===== src/rtl/fct_credit_ctrl_pkg.sv =====
// Shared SpaceWire flow-control definitions: FCT FSM encodings and
// default credit / buffer sizing.
package fct_credit_ctrl_pkg;

    localparam int MAX_CREDIT_DEF   = 56;
    localparam int FCT_CHUNK_DEF    = 8;
    localparam int RX_BUF_DEPTH_DEF = 56;

    typedef enum logic [1:0] {
        IDLE   = 2'd0,
        REQ    = 2'd1,
        SETTLE = 2'd2
    } fct_state_e;

endpackage


===== src/rtl/fct_credit_ctrl_fsm.sv =====
// FCT request FSM: raises fct_req when the receive side has room for one
// more FCT worth of N-chars, holds it until acknowledged, then settles.
module fct_fsm
    import fct_credit_ctrl_pkg::*;
(
    input  logic clk,
    input  logic rst,
    input  logic enable,
    input  logic room,
    input  logic fct_ack,
    output logic fct_req,
    output logic grant
);

    fct_state_e state;

    // An ack only counts while a request is actually outstanding.
    assign grant = (state == REQ) && fct_ack;

    always_ff @(posedge clk or posedge rst) begin
        if (rst) begin
            state   <= IDLE;
            fct_req <= 1'b0;
        end else if (!enable) begin
            state   <= IDLE;
            fct_req <= 1'b0;
        end else begin
            unique case (state)
                IDLE: begin
                    if (room) begin
                        state   <= REQ;
                        fct_req <= 1'b1;
                    end
                end
                REQ: begin
                    if (fct_ack) begin
                        state   <= SETTLE;
                        fct_req <= 1'b0;
                    end
                end
                SETTLE: begin
                    state   <= IDLE;
                    fct_req <= 1'b0;
                end
                default: begin
                    state   <= IDLE;
                    fct_req <= 1'b0;
                end
            endcase
        end
    end

endmodule


===== src/rtl/fct_credit_ctrl.sv =====
// SpaceWire flow-control credit controller: transmit credit, receive
// occupancy and outstanding-grant tracking, with a sticky error flag.
module fct_credit_ctrl
    import fct_credit_ctrl_pkg::*;
#(
    parameter int MAX_CREDIT   = MAX_CREDIT_DEF,
    parameter int FCT_CHUNK    = FCT_CHUNK_DEF,
    parameter int RX_BUF_DEPTH = RX_BUF_DEPTH_DEF
) (
    input  logic       posedge_clk,
    input  logic       rx_reset,
    input  logic       enable,
    input  logic       got_fct,
    input  logic       tx_nchar_sent,
    input  logic       rx_nchar_wr,
    input  logic       rx_nchar_rd,
    input  logic       fct_ack,
    output logic       fct_req,
    output logic [5:0] tx_credit,
    output logic       tx_credit_ok,
    output logic [5:0] rx_outstanding,
    output logic       credit_error
);

    logic [5:0] occupancy;
    logic       sent_ok, fct_ok, fct_err;
    logic [5:0] tx_after;
    logic       wr_only, rd_only, occ_full, occ_err;
    logic       out_dec, out_err;
    logic       room, grant;

    // Spending happens first so a same-cycle FCT sees the reduced credit.
    assign sent_ok  = tx_nchar_sent && (tx_credit != 6'd0);
    assign tx_after = tx_credit - {5'd0, sent_ok};
    assign fct_ok   = got_fct &&
                      ({1'b0, tx_after} + 7'(FCT_CHUNK) <= 7'(MAX_CREDIT));
    assign fct_err  = got_fct && !fct_ok;

    assign wr_only  = rx_nchar_wr && !rx_nchar_rd;
    assign rd_only  = rx_nchar_rd && !rx_nchar_wr;
    assign occ_full = occupancy == 6'(RX_BUF_DEPTH);
    assign occ_err  = wr_only && occ_full;

    assign out_dec  = rx_nchar_wr && (rx_outstanding != 6'd0);
    assign out_err  = rx_nchar_wr && (rx_outstanding == 6'd0);

    // Free space is compared in wider arithmetic so it can never wrap.
    assign room = ({2'b0, occupancy} + {2'b0, rx_outstanding}
                   + 8'(FCT_CHUNK) <= 8'(RX_BUF_DEPTH)) &&
                  (rx_outstanding <= 6'(MAX_CREDIT - FCT_CHUNK));

    assign tx_credit_ok = tx_credit != 6'd0;

    fct_fsm u_fsm (
        .clk     (posedge_clk),
        .rst     (rx_reset),
        .enable  (enable),
        .room    (room),
        .fct_ack (fct_ack),
        .fct_req (fct_req),
        .grant   (grant)
    );

    always_ff @(posedge posedge_clk or posedge rx_reset) begin
        if (rx_reset) begin
            tx_credit      <= 6'd0;
            rx_outstanding <= 6'd0;
            occupancy      <= 6'd0;
            credit_error   <= 1'b0;
        end else if (!enable) begin
            tx_credit      <= 6'd0;
            rx_outstanding <= 6'd0;
            occupancy      <= 6'd0;
            credit_error   <= 1'b0;
        end else begin
            tx_credit <= tx_after + (fct_ok ? 6'(FCT_CHUNK) : 6'd0);

            rx_outstanding <= rx_outstanding
                              + (grant ? 6'(FCT_CHUNK) : 6'd0)
                              - {5'd0, out_dec};

            if (wr_only && !occ_full)
                occupancy <= occupancy + 6'd1;
            else if (rd_only && occupancy != 6'd0)
                occupancy <= occupancy - 6'd1;

            if (fct_err || occ_err || out_err)
                credit_error <= 1'b1;
        end
    end

endmodule


===== config.mk =====
export PLATFORM = sky130hd
export DESIGN_NAME = fct_credit_ctrl
export DESIGN_NICKNAME = d
export VERILOG_FILES = /design/src/rtl/fct_credit_ctrl_pkg.sv /design/src/rtl/fct_credit_ctrl_fsm.sv /design/src/rtl/fct_credit_ctrl.sv
export SDC_FILE = /design/constraint.sdc
export NUM_CORES = 1
export LEC_CHECK = 0
export BUFFER_PORTS_ARGS = -buffer_cell sky130_fd_sc_hd__buf_2
export CORE_MARGIN = 2
export CORE_UTILIZATION = 57
export DETAILED_ROUTE_END_ITERATION = 8
export GPL_ROUTABILITY_DRIVEN = 0
export GPL_TIMING_DRIVEN = 0
export PLACE_DENSITY = 0.9
export SYNTH_ARGS = -nofsm -noshare
export SYNTH_HDL_FRONTEND = slang
export SYNTH_SLANG_ARGS = --single-unit
export TNS_END_PERCENT = 1

===== constraint.sdc =====
create_clock -name posedge_clk -period 3.4 [get_ports posedge_clk]
set_clock_uncertainty 0.2 [all_clocks]
set_input_delay 0.17 -clock posedge_clk [delete_from_list [all_inputs] [get_ports posedge_clk]]
set_output_delay 0.17 -clock posedge_clk [all_outputs]
set_load 0.01 [all_outputs]

[Yosys cells after proc, flatten, opt, wreduce, memory -nomap -nowiden]
Cells that the tools add are included.
Operators by class
  $add $sub $neg: 9
  reductions and logical operators: 24
  equality and inequality tests: 6
  $lt $le $gt $ge: 3
  mux-type cells: 17
Operator list (count)
  two-way mux 6 bit: 5
  nonzero test 6 bit: 3
  adder 6 x 4 -> 6 bit: 2
  logical AND 1 bit: 12
  subtractor 6 x 1 -> 6 bit: 2
  adder 7 x 4 -> 8 bit (second input constant): 1
  less-or-equal comparator 8 x 6 -> 1 bit (second input constant): 1
  two-way mux 4 bit: 2
  adder 6 x 4 -> 7 bit (second input constant): 1
  adder 6 x 6 -> 7 bit: 1
  less-or-equal comparator 7 x 6 -> 1 bit (second input constant): 1
  adder 6 x 1 -> 6 bit (second input constant): 1
  equality test 6 bit (second input constant): 1
  less-or-equal comparator 6 bit (second input constant): 1
  logical NOT 6 bit: 1
  two-way mux 2 bit: 3
  inequality test 3 bit (second input constant): 2
  subtractor 6 x 1 -> 6 bit (second input constant): 1
  two-way mux 1 bit: 5
  logical NOT 1 bit: 4
  one-hot mux 2 bit (2 select lines): 1
  inequality test 3 x 1 -> 1 bit (second input constant): 1
  equality test 2 x 1 -> 1 bit (second input constant): 1
  logical NOT 2 bit: 1
  other kinds (4): 5
Storage, ports and cells
  logic and storage cells: 65
  output and inout bits: 15
  input port bits: 8
  register bits after elaboration: 22

[Longest topological paths before layout]
Gate-level depths: netlist of the first run.
  word-level depth: 12
  gate-level depth with buffers: 15
  gate-level depth less buffers: 15

[Hierarchy]
A second synthesis of the first run with hierarchy kept.
Second synthesis, totals
  cell total of the unflattened synthesis: 183
  area total of the unflattened synthesis: 1747.9 µm²
By module, submodules not included
  fct_credit_ctrl: instances 1, area an instance 1659.1 µm², cells each 173, sequential area each 475.5 µm²
  fct_fsm: instances 1, area an instance 88.8 µm², cells each 10, sequential area each 50.0 µm²

[Least setup slack after synthesis of the first run]
OpenSTA, ideal clock, no wires.
  path type: reg2reg
  start: register tx_credit[3]
  end: register tx_credit[5]
  path buffers: 0
  data arrival time: 2.637 ns
  data required time: 3.068 ns
  setup time: 0.132 ns
  setup slack: 0.431 ns
  cell stages (with the launch flop): 15
  period minus slack after synthesis: 2.969 ns
  cell sequence: dfrtp_1 -> nor3_1 -> nand2_1 -> and2_1 -> ha_1 -> nor3b_1 -> and2_1 -> o21ai_0 -> a32oi_1 -> o21a_1 -> ha_1 -> ha_1 -> xnor2_1 -> xnor2_1 -> nor2_1
On the way
  word-level cells in the longest chain between the ends: 9
Ends and longest elaborated chain
  start: declaration: RTL line fct_credit_ctrl.sv:19  | output logic [5:0] tx_credit,
  start signal: assignment: RTL line fct_credit_ctrl.sv:76  | tx_credit <= tx_after + (fct_ok ? 6'(FCT_CHUNK) : 6'd0);
  nonzero test 6 bit (*)
  net tx_credit_ok: RTL line fct_credit_ctrl.sv:20  | output logic tx_credit_ok,
  logical AND 1 bit (*): RTL line fct_credit_ctrl.sv:33  | assign sent_ok = tx_nchar_sent && (tx_credit != 6'd0);
  subtractor 6 x 1 -> 6 bit (*): RTL line fct_credit_ctrl.sv:34  | assign tx_after = tx_credit - {5'd0, sent_ok};
  adder 6 x 4 -> 7 bit: RTL line fct_credit_ctrl.sv:36  | ({1'b0, tx_after} + 7'(FCT_CHUNK) <= 7'(MAX_CREDIT));
  less-or-equal comparator 7 x 6 -> 1 bit: RTL line fct_credit_ctrl.sv:36
  logical AND 1 bit: RTL line fct_credit_ctrl.sv:35  | assign fct_ok = got_fct &&
  two-way mux 4 bit: RTL line fct_credit_ctrl.sv:76
  adder 6 x 4 -> 6 bit (*): RTL line fct_credit_ctrl.sv:76
  two-way mux 6 bit (*): RTL line fct_credit_ctrl.sv:70  | end else if (!enable) begin
Mark *: on every way through the listed nets, which the timed path passes. The rest lies on a longest branch.
A chain may end at the register's enable or synchronous reset.

[Final worst setup path of the first run]
  start: register tx_credit[3]
  end: register tx_credit[5]
On the way
  word-level cells in the longest chain between the ends: 9
Ends and longest elaborated chain (RTL line)
  nonzero test 6 bit: fct_credit_ctrl.sv:33
  logical AND 1 bit: fct_credit_ctrl.sv:33
  subtractor 6 x 1 -> 6 bit (*): fct_credit_ctrl.sv:34
  adder 6 x 4 -> 7 bit: fct_credit_ctrl.sv:36
  less-or-equal comparator 7 x 6 -> 1 bit: fct_credit_ctrl.sv:36
  logical AND 1 bit: fct_credit_ctrl.sv:35
  two-way mux 4 bit: fct_credit_ctrl.sv:76
  adder 6 x 4 -> 6 bit (*): fct_credit_ctrl.sv:76
  two-way mux 6 bit (*): fct_credit_ctrl.sv:70
Mark *: on every way between the ends. The rest lies on a longest branch, timed or not.

==> results.tsv, run 1 <==
stage	metric	value	unit
clock_network	cts_tree	yes	
routing	routed_wl	3.430	mm
layout	fin_area	0.001913	sq mm
critical_path	cp-start-kind	register	
critical_path	worstPathArrival	3.11	ns
flow_run	max_cap_viol_count	0	
synthesis	synth_edf_count	0	
critical_path	cpMostUsedCell	ha_1	
global_routing	grt_max_degree	22	
routing	drc	0	
routing	dr.pass1.iters	4	
layout	antenna_cells	0	
sta	finalWorstSetupSlack	0.2801	ns
worst_hold_path	hold_class	primary input to register	
synthesis	yosys.area.top_type_share	30.88	%
synthesis	yosys.area.top_type	dfrtp_1	
synthesis	ys_warn_count	0	
sta	clock.fmax	320.5	MHz
synthesis	synth_area	0.001702	sq mm
sta	rsz0062_at_grt	no	
synthesis	syn_area_per_cell	8.956	sq um
power	powerDensity	933.2	mW/mm^2
synthesis	syn_nets	228	
critical_path	crit_chain	nor3_2, nand2_1, and2_1, ha_1, nor3b_2, and2_1, o21ai_0, a32oi_1, o21a_1, ha_1, ha_1, xnor2_1, xnor2_1, nor2_1	
sta	setup_viol	0	
critical_path	max_stage_delay	0.47	ns
clock_network	clockBufferDepth	2	
global_routing	grt_antenna_before_repair	0	
global_routing	gr-total-overflow	0	
synthesis	seq_area_frac_synth	30.88	%
floorplanning	rows	19	
global_routing	grt_pass1_vias	1301	
synthesis	ys.flop_type	dfrtp_1	
layout	drive_above_1_share	14.22	%
critical_path	end_kind	register	
sta	max_slew_margin	48.74	%
sta	tightest_slew	0.7681	ns
placement	dp_hpwl	2.687	mm
placement	io_buffers	21	
clock_network	htree_levels	1	
clock_network	cts_root_buf	clkbuf_4	
floorplanning	io-pin-count	23	
layout	post-route-util	68.20	%
global_routing	grt_first_pass_wirelength	5.809	mm
sta	hold_violations	0	
floorplanning	core_area	0.002805	sq mm
clock_network	clock_latency	0.31	ns
power	worst_ir_drop_vdd	468.8	uV
global_routing	grt_usage	21.88	%
synthesis	ys_seq_elements	21	
routing	antenna_left	0	
floorplanning	fp.dieH	58.64	microns
sta	fin_crit	3.120	ns
layout	final_nets	257	
layout	syn_to_final_growth	12.43	%
sta	tns	0	ns
floorplanning	die_w	58.64	microns
synthesis	ys_types	34	
placement	post-place-ws	0.2610	ns
power	power.leakage	1.002	nW
synthesis	synthTopCellsByArea	dfrtp_1 31%, ha_1 20%, inv_1 6.2%	
clock_network	path_clk_slew	0.12	ns
synthesis	syn_inst	190	
outcome	outcome	completed	
critical_path	path_buf_inv	0	
routing	dr_total_vias	1407	
critical_path	cp_slowest_cell	dfrtp_1	
critical_path	worstPathMaxFanout	7	
synthesis	ys_async_sr_fraction	100.0	%
routing	wl_per_cell	13.78	microns
clock_network	numCtsBuffers	3	
floorplanning	start_util	60.66	%
clock_network	cts.sinks	21	
critical_path	path_delay_family	simple AND/OR/NAND/NOR gates	
sta	period_share	91.76	%
placement	place_area	0.001846	sq mm
clock_network	cts_setup_buffers	0	
routing	via_per_inst	5.651	
routing	drt_first_iter_violations	29	
critical_path	worstPathRequired	3.39	ns
sta	drv_slew	0	
critical_path	crit_type	register to register	
floorplanning	dieArea	0.003439	sq mm
## timing repair
action | in CTS | in global routing
hold buffers | 3 | 0
setup endpoints to repair | 0 | 1
hold endpoints to repair | 24 | 0
gates resized for setup | 0 | 2
## placed cells by master, fill, tap and decap left out, types with 2 or more instances in the layout
cell type	synthesis	layout
o21ai_1	2	2
clkbuf_1	2	2
and4b_1	3	3
nor3_1	4	3
nand3_1	3	3
a21o_1	5	5
buf_2	0	21
o21ai_0	9	9
fa_1	3	3
xor2_1	7	7
nor2_1	15	15
and2_1	7	7
dfrtp_1	21	21
inv_1	28	28
nor3b_1	3	2
o31ai_1	4	4
nor4_1	2	2
nor2b_1	3	3
xnor2_1	6	6
ha_1	27	27
nand2_1	14	14
clkbuf_4	0	3
a211oi_1	4	4
dlygate4sd3_1	0	3
a21oi_1	6	6
## cells in the mapped netlist (2+ instances only)
master / instances
ha_1: 27
nor4_1: 2
and4b_1: 3
a21oi_1: 6
nor2_1: 15
dfrtp_1: 21
xor2_1: 7
a21o_1: 5
o21ai_0: 9
inv_1: 28
fa_1: 3
and2_1: 7
nand3_1: 3
nor2b_1: 3
a211oi_1: 4
o21ai_1: 2
nor3b_1: 3
clkbuf_1: 2
o31ai_1: 4
xnor2_1: 6
nand2_1: 14
nor3_1: 4
## layout make-up
class                   instances  area [sq um]
plain buffers                   3         15.01
flip-flops and latches         21         525.5
clock buffers                   3         22.52
multi-input cells             138          1066
repair buffers                 24         135.1
clock inverters                 1         5.005
well taps                      31         38.79
inverters                      28         105.1
fillers                       225         892.1
## sequential cells by signal, summed over array words and instances (netlist names)
| name | cells |
|---|---|
| tx_credit | 6 |
| credit_error | 1 |
| occupancy | 6 |
| rx_outstanding | 6 |
| u_fsm.state | 1 |
| u_fsm.fct_req | 1 |
## routing by layer
layer / vias up / share of wire, % / GRT usage, %
met5: - / 0 / 0
met4: 0 / 0 / 0.9740
met3: 0 / 2.4 / 3.297
met2: 21 / 49 / 39.49
met1: 683 / 49 / 29.38
li1: 703 / - / -
## stage by stage
step	hold WS (ns)	std cells	power, W
floorplan	-0.05347	190	0.001345
global placement	0.1381	242	0.001578
detailed placement	0.1499	242	0.001641
CTS	0.02797	249	0.001771
global route	0.01192	249	0.001975
finish	0.02373	249	0.001785
## cell families (layout without fill, tap and decap cells)
| logic type | after synthesis | in the layout | synth area share [%] |
|---|---|---|---|
| AND/OR/NAND/NOR | 58 | 58 | 17.50 |
| flip-flops | 21 | 21 | 30.88 |
| buffers and inverters | 31 | 59 | 7.059 |
| AO/OA/AOI/OAI | 37 | 37 | 14.49 |
| adder cells (fa/ha/maj) | 30 | 30 | 23.38 |
| XOR/XNOR | 13 | 13 | 6.691 |
## where the power goes
group / switching (W) / internal [W] / leakage (nW)
clock network: 0.0000796 / 0.0000439 / 0.0177
logic: 0.000625 / 0.000556 / 0.711
registers: 0.000132 / 0.000348 / 0.274
total: 0.000837 / 0.000948 / 1.00
## path summary, 6_finish.rpt
check,startpoint,to,slack (ns),cells after the start
worst min-delay path,rx_nchar_wr,credit_error,0.02,3
min in group asynchronous,rx_reset,credit_error,0.34,3
max in group asynchronous,rx_reset,rx_outstanding[3],2.18,3
worst max register to register,tx_credit[3],tx_credit[5],0.28,14
worst min register to register,occupancy[2],occupancy[2],0.39,2
worst max-delay path,tx_credit[3],tx_credit[5],0.28,14
## worst register-to-register path, stage by stage (launching register included)
cell	delay [ns]
dfrtp_1	0.47
nor3_2	0.27
nand2_1	0.09
and2_1	0.17
ha_1	0.20
nor3b_2	0.20
and2_1	0.16
o21ai_0	0.17
a32oi_1	0.15
o21a_1	0.19
ha_1	0.17
ha_1	0.18
xnor2_1	0.17
xnor2_1	0.14
nor2_1	0.05
Power figures use the tool's default switching activity.
==> inputs of run 2 (changes only) <==
- CORE_UTILIZATION: 57 -> 30
- PLACE_DENSITY: 0.9 -> 0.58
==> results.tsv, run 2 (synthesis gave the netlist of run 1 again) <==
stage	metric	value	unit	change
outcome	outcome	completed		
placement	dp_hpwl	2.777	mm	+3.4%
floorplanning	core_area	0.005507	sq mm	+96%
critical_path	max_stage_delay	0.46	ns	about the same
routing	via_per_inst	4.749		-16%
critical_path	crit_type	register to register		
routing	drt_first_iter_violations	37		+28%
sta	tightest_slew	0.7878	ns	+0.01975 ns
critical_path	worstPathRequired	3.33	ns	-0.06 ns
layout	final_nets	258		+0.39%
routing	dr_total_vias	1382		-1.8%
layout	post-route-util	36.15	%	-32 points
clock_network	numCtsBuffers	3		unchanged
critical_path	worstPathArrival	2.95	ns	-0.16 ns
floorplanning	start_util	30.90	%	-30 points
layout	syn_to_final_growth	16.99	%	
floorplanning	io-pin-count	23		unchanged
sta	fin_crit	3.025	ns	-0.09466 ns
critical_path	worstPathMaxFanout	7		unchanged
sta	clock.fmax	330.6	MHz	+3.1%
global_routing	grt_max_degree	22		unchanged
power	powerDensity	905.2	mW/mm^2	-3.0%
clock_network	cts_root_buf	clkbuf_8		
routing	wl_per_cell	11.79	microns	-14%
layout	final_common_cell	inv_1		
layout	antenna_cells	0		unchanged
clock_network	htree_levels	1		unchanged
clock_network	clockBufferDepth	2		unchanged
global_routing	grt_antenna_before_repair	0		unchanged
layout	drive_above_1_share	14.61	%	+0.39 points
sta	drv_slew	0		unchanged
power	power.leakage	1.014	nW	+1.2%
critical_path	end_kind	register		
power	total_power	0.001802	W	+0.94%
worst_hold_path	hp-start	rx_nchar_wr		
sta	tns	0	ns	unchanged
flow_run	max_cap_viol_count	0		unchanged
critical_path	path_delay_family	simple AND/OR/NAND/NOR gates		
clock_network	cts_tree	yes		
sta	setup_viol	0		unchanged
critical_path	reg2reg_from	tx_credit[3]		
layout	n_fill_cell	582		+160%
global_routing	grt_pass1_vias	1327		+2.0%
floorplanning	die_w	79.32	microns	+35%
critical_path	cp-start-kind	register		
clock_network	path_clk_slew	0.07	ns	-0.05 ns
layout	reg_top3	occupancy x6, rx_outstanding x6, tx_credit x6		
global_routing	gr-total-overflow	0		unchanged
critical_path	crit_chain	nor3_2, nand2_1, and2_1, ha_1, nor3b_2, and2_1, o21ai_0, a32oi_1, o21a_1, ha_1, ha_1, xnor2_1, xnor2_1, nor2_1		
sta	hold_violations	0		unchanged
routing	routed_wl	3.431	mm	about the same
routing	drc	0		unchanged
routing	dr.pass1.iters	4		unchanged
critical_path	cpMostUsedCell	ha_1		
worst_hold_path	hold_class	primary input to register		
power	worst_ir_drop_vdd	207.7	uV	-56%
critical_path	path_buf_inv	0		unchanged
layout	layout_common_cells	28 x inv_1, 27 x ha_1, 21 x dfrtp_1, 21 x buf_2, 15 x nor2_1		
clock_network	clock_latency	0.26	ns	-0.05 ns
critical_path	crit_path_start	tx_credit[3]		
critical_path	cp_slowest_cell	dfrtp_1		
floorplanning	rows	27		+8
floorplanning	dieArea	0.006291	sq mm	+83%
global_routing	grt_first_pass_wirelength	6.072	mm	+4.5%
placement	io_buffers	21		unchanged
floorplanning	fp.dieH	79.32	microns	+35%
routing	antenna_left	0		unchanged
global_routing	grt_usage	12.10	%	-9.8 points
sta	rsz0062_at_grt	no		
clock_network	cts.sinks	21		unchanged
sta	max_slew_margin	47.42	%	-1.3 points
sta	period_share	88.98	%	-2.8 points
-- run 2: cell types whose count changed in the layout (fill, tap and decap cells not counted), sizes merged --
cell,before,now
buf,22,23
-- run 2: final timing paths --
check                            endpoint  slack (ns)  cells past startpoint
setup reg to reg             tx_credit[5]        0.37                     14
min in group asynchronous    occupancy[5]        0.40                      3
hold / removal               credit_error        0.08                      3
hold reg to reg              occupancy[2]        0.37                      2
setup / recovery             tx_credit[5]        0.37                     14
max in group asynchronous  u_fsm.state[1]        2.11                      3
-- run 2: worst register-to-register path, stage by stage (launching register included) --
cell and delay, ns:
dfrtp_1 0.46, nor3_2 0.25, nand2_1 0.09, and2_1 0.16, ha_1 0.18, nor3b_2 0.19
and2_1 0.16, o21ai_0 0.15, a32oi_1 0.15, o21a_1 0.19, ha_1 0.18, ha_1 0.19
xnor2_1 0.17, xnor2_1 0.14, nor2_1 0.05
-- run 2: area by class of cell --
type                    count  area, sq um  share of cell area [%]
clock inverters             1        5.005                  0.2514
flip-flops and latches     21        525.5                   26.40
multi-input cells         138         1066                   53.55
clock buffers               3        41.29                   2.074
inverters                  28        105.1                   5.280
repair buffers             25        142.6                   7.165
well taps                  72        90.09                   4.525
plain buffers               3        15.01                  0.7542
-- run 2: metrics by stage --
stage / std cells / area, sq um / setup slack (ns) / hold WS, ns
after floorplan: 190 / 1702 / 0.4314 / -0.05347
after CTS: 289 / 1963 / 0.2540 / 0.004161
after global routing: 291 / 1991 / 0.04036 / 0.08686
after detailed placement: 283 / 1897 / 0.2673 / 0.1612
after global placement: 283 / 1897 / 0.3283 / 0.1585
final: 291 / 1991 / 0.3747 / 0.07870
-- run 2: power by group --
part	internal, W	switching (W)	leakage [nW]
Sequential	0.000349	0.000131	0.274
Clock	0.0000815	0.0000812	0.0255
Combinational	0.000561	0.000598	0.715
Total	0.000992	0.000810	1.01
-- run 2: per-layer routing --
metal | GRT usage, % | vias to the layer above | routed length (microns)
li1 | - | 713 | -
met1 | 16.54 | 652 | 1709
met2 | 20.00 | 15 | 1609
met3 | 1.136 | 2 | 75
met4 | 4.138 | 0 | 37
met5 | 0 | - | 0
-- run 2: what timing repair did --
action | in CTS | in global routing
gates resized for setup | 0 | 2
hold endpoints to repair | 22 | 1
hold buffers | 2 | 1
setup buffers | 0 | 1
setup endpoints to repair | 0 | 1
==> inputs of run 3 (changes only) <==
- BUFFER_PORTS_ARGS: -buffer_cell sky130_fd_sc_hd__buf_2 -> default
- DONT_BUFFER_PORTS: default -> 1
- PLACE_DENSITY: 0.58 -> 0.55
==> results.tsv, run 3 (synthesis gave the netlist of run 1 again) <==
stage	metric	value	unit	change
global_routing	grt_max_degree	22		unchanged
worst_hold_path	hold_class	primary input to register		
routing	drt_first_iter_violations	18		-51%
critical_path	end_kind	register		
clock_network	path_clk_slew	0.08	ns	about the same
routing	wl_per_cell	12.56	microns	+6.5%
sta	fin_crit	3.123	ns	+0.09766 ns
clock_network	htree_levels	1		unchanged
layout	reg_top3	occupancy x6, rx_outstanding x6, tx_credit x6		
placement	dp_hpwl	2.722	mm	-2.0%
sta	drv_slew	0		unchanged
sta	clock.fmax	320.2	MHz	-3.1%
power	power.leakage	0.9281	nW	-8.5%
routing	routed_wl	3.415	mm	-0.47%
sta	tightest_slew	0.7914	ns	+0.003542 ns
routing	drc	0		unchanged
routing	dr_total_vias	1310		-5.2%
clock_network	cts_setup_buffers	0		unchanged
layout	final_nets	239		-7.4%
floorplanning	fp.dieH	79.32	microns	unchanged
floorplanning	start_util	30.90	%	unchanged
global_routing	grt_first_pass_wirelength	6.147	mm	+1.2%
placement	place_area	0.001792	sq mm	-5.5%
critical_path	cpMostUsedCell	ha_1		
power	p_sw	0.0007964	W	-1.7%
clock_network	cts_tree	yes		
critical_path	path_buf_inv	0		unchanged
power	worst_ir_drop_vdd	255.8	uV	+23%
layout	fin_area	0.001917	sq mm	-3.7%
power	power_frac_clock	9.6	%	+0.6 points
critical_path	r2r_slack	0.28	ns	-0.10 ns
flow_run	max_cap_viol_count	0		unchanged
critical_path	cp-start-kind	register		
layout	final_common_cell	inv_1		
critical_path	crit_type	register to register		
critical_path	path_delay_family	adder cells		
sta	period_share	91.85	%	+2.9 points
placement	io_buffers	0		-100%
global_routing	grt_usage	12.20	%	+0.10 points
floorplanning	dieArea	0.006291	sq mm	unchanged
layout	drive_above_1_share	6.000	%	-8.6 points
sta	rsz0062_at_grt	no		
critical_path	max_stage_delay	0.49	ns	+0.03 ns
layout	syn_to_final_growth	12.65	%	
power	switching_share	45.83	%	+0.86 points
power	power_frac_comb	59.9	%	-4.4 points
critical_path	worstPathArrival	3.06	ns	+0.11 ns
sta	setup_viol	0		unchanged
sta	hold_violations	0		unchanged
critical_path	crit_path_start	tx_credit[3]		
layout	antenna_cells	0		unchanged
critical_path	crit_chain	nor3_4, nand2_1, and2_1, ha_1, ha_1, xor2_1, nor2_1, o21ai_0, a32oi_1, o21a_1, ha_1, ha_1, xnor2_1, xnor2_1, nor2_1		
clock_network	clock_latency	0.26	ns	about the same
critical_path	cp_slowest_cell	dfrtp_2		
floorplanning	io-pin-count	23		unchanged
placement	post-place-ws	0.1093	ns	-0.1580 ns
routing	via_per_inst	4.816		+1.4%
global_routing	gr-total-overflow	0		unchanged
global_routing	grt_pass1_vias	1297		-2.3%
sta	tns	0	ns	unchanged
critical_path	worstPathMaxFanout	7		unchanged
critical_path	reg2reg_from	tx_credit[3]		
clock_network	cts_root_buf	clkbuf_8		
layout	layout_common_cells	28 x inv_1, 27 x ha_1, 19 x dfrtp_1		
clock_network	numCtsBuffers	3		unchanged
clock_network	clockBufferDepth	2		unchanged
sta	max_slew_margin	47.19	%	-0.24 points
clock_network	cts.sinks	21		unchanged
worst_hold_path	hp-start	tx_nchar_sent		
routing	antenna_left	0		unchanged
power	seqPwrFrac	30.5	%	+3.9 points
sta	finalWorstSetupSlack	0.2771	ns	-0.09766 ns
power	internal-power	0.0009413	W	-5.1%
global_routing	grt_antenna_before_repair	0		unchanged
critical_path	worstPathRequired	3.34	ns	about the same
power	powerDensity	906.5	mW/mm^2	+0.14%
outcome	outcome	completed		
routing	dr.pass1.iters	4		unchanged
floorplanning	die_w	79.32	microns	unchanged
floorplanning	core_area	0.005507	sq mm	unchanged
floorplanning	rows	27		unchanged
## run 3: changes by cell type in the layout (fill, tap and decap cells not counted), sizes merged
cell and delta:
dlygate4sd3 +3, buf -22
## run 3: what timing repair did
item,CTS,global route
endpoints found under the setup margin,0,2
resized for setup,0,5
hold endpoints to repair,26,0
hold buffers,6,0
## run 3: tightest hold or removal path: stages
cell and delay [ns]:
and2_1 0.10, ha_1 0.13, nor2_1 0.04
## run 3: final timing paths
path                                     end  cells past startpoint
setup / recovery                tx_credit[5]                     15
hold / removal                  tx_credit[0]                      3
setup reg to reg                tx_credit[5]                     15
hold reg to reg                 occupancy[2]                      2
max in group asynchronous       tx_credit[3]                      2
min in group asynchronous  rx_outstanding[4]                      2
## run 3: final cells by class
class                           instances  area [sq um]
Fill cell                             583          3590
Timing Repair Buffer                    6         60.06
Inverter                               28         105.1
Tap cell                               72         90.09
Clock inverter                          1         5.005
Multi-Input combinational cell        138          1072
Sequential cell                        21         528.0
Clock buffer                            3         41.29
Buffer                                  3         15.01
## run 3: power groups by stage
stage | sequential [W] | combinational (W) | clock (W)
floorplan | 0.000479 | 0.000866 | 0
global placement | 0.000530 | 0.00101 | 0
detailed placement | 0.000529 | 0.00103 | 0
CTS | 0.000525 | 0.00105 | 0.000175
global route | 0.000552 | 0.00123 | 0.000193
finish | 0.000530 | 0.00104 | 0.000167
## run 3: layer usage
metal / track usage [%] / vias to the layer above / share of wire (%)
li1: - / 672 / -
met1: 16.74 / 616 / 49
met2: 19.07 / 18 / 45
met3: 3.182 / 4 / 4.9
met4: 3.103 / 0 / 1.1
met5: 0 / - / 0
## run 3: per-stage QoR
stage / instances / hold WS [ns] / power [W] / utilization [%]
floorplan: 190 / -0.05347 / 0.001345 / -
global placement: 262 / 0.06296 / 0.001542 / 32.54
detailed placement: 262 / 0.06898 / 0.001561 / 32.54
CTS: 272 / 0.01150 / 0.001750 / 34.47
global route: 272 / 0.01852 / 0.001974 / 34.81
finish: 272 / 0.01398 / 0.001738 / 34.81
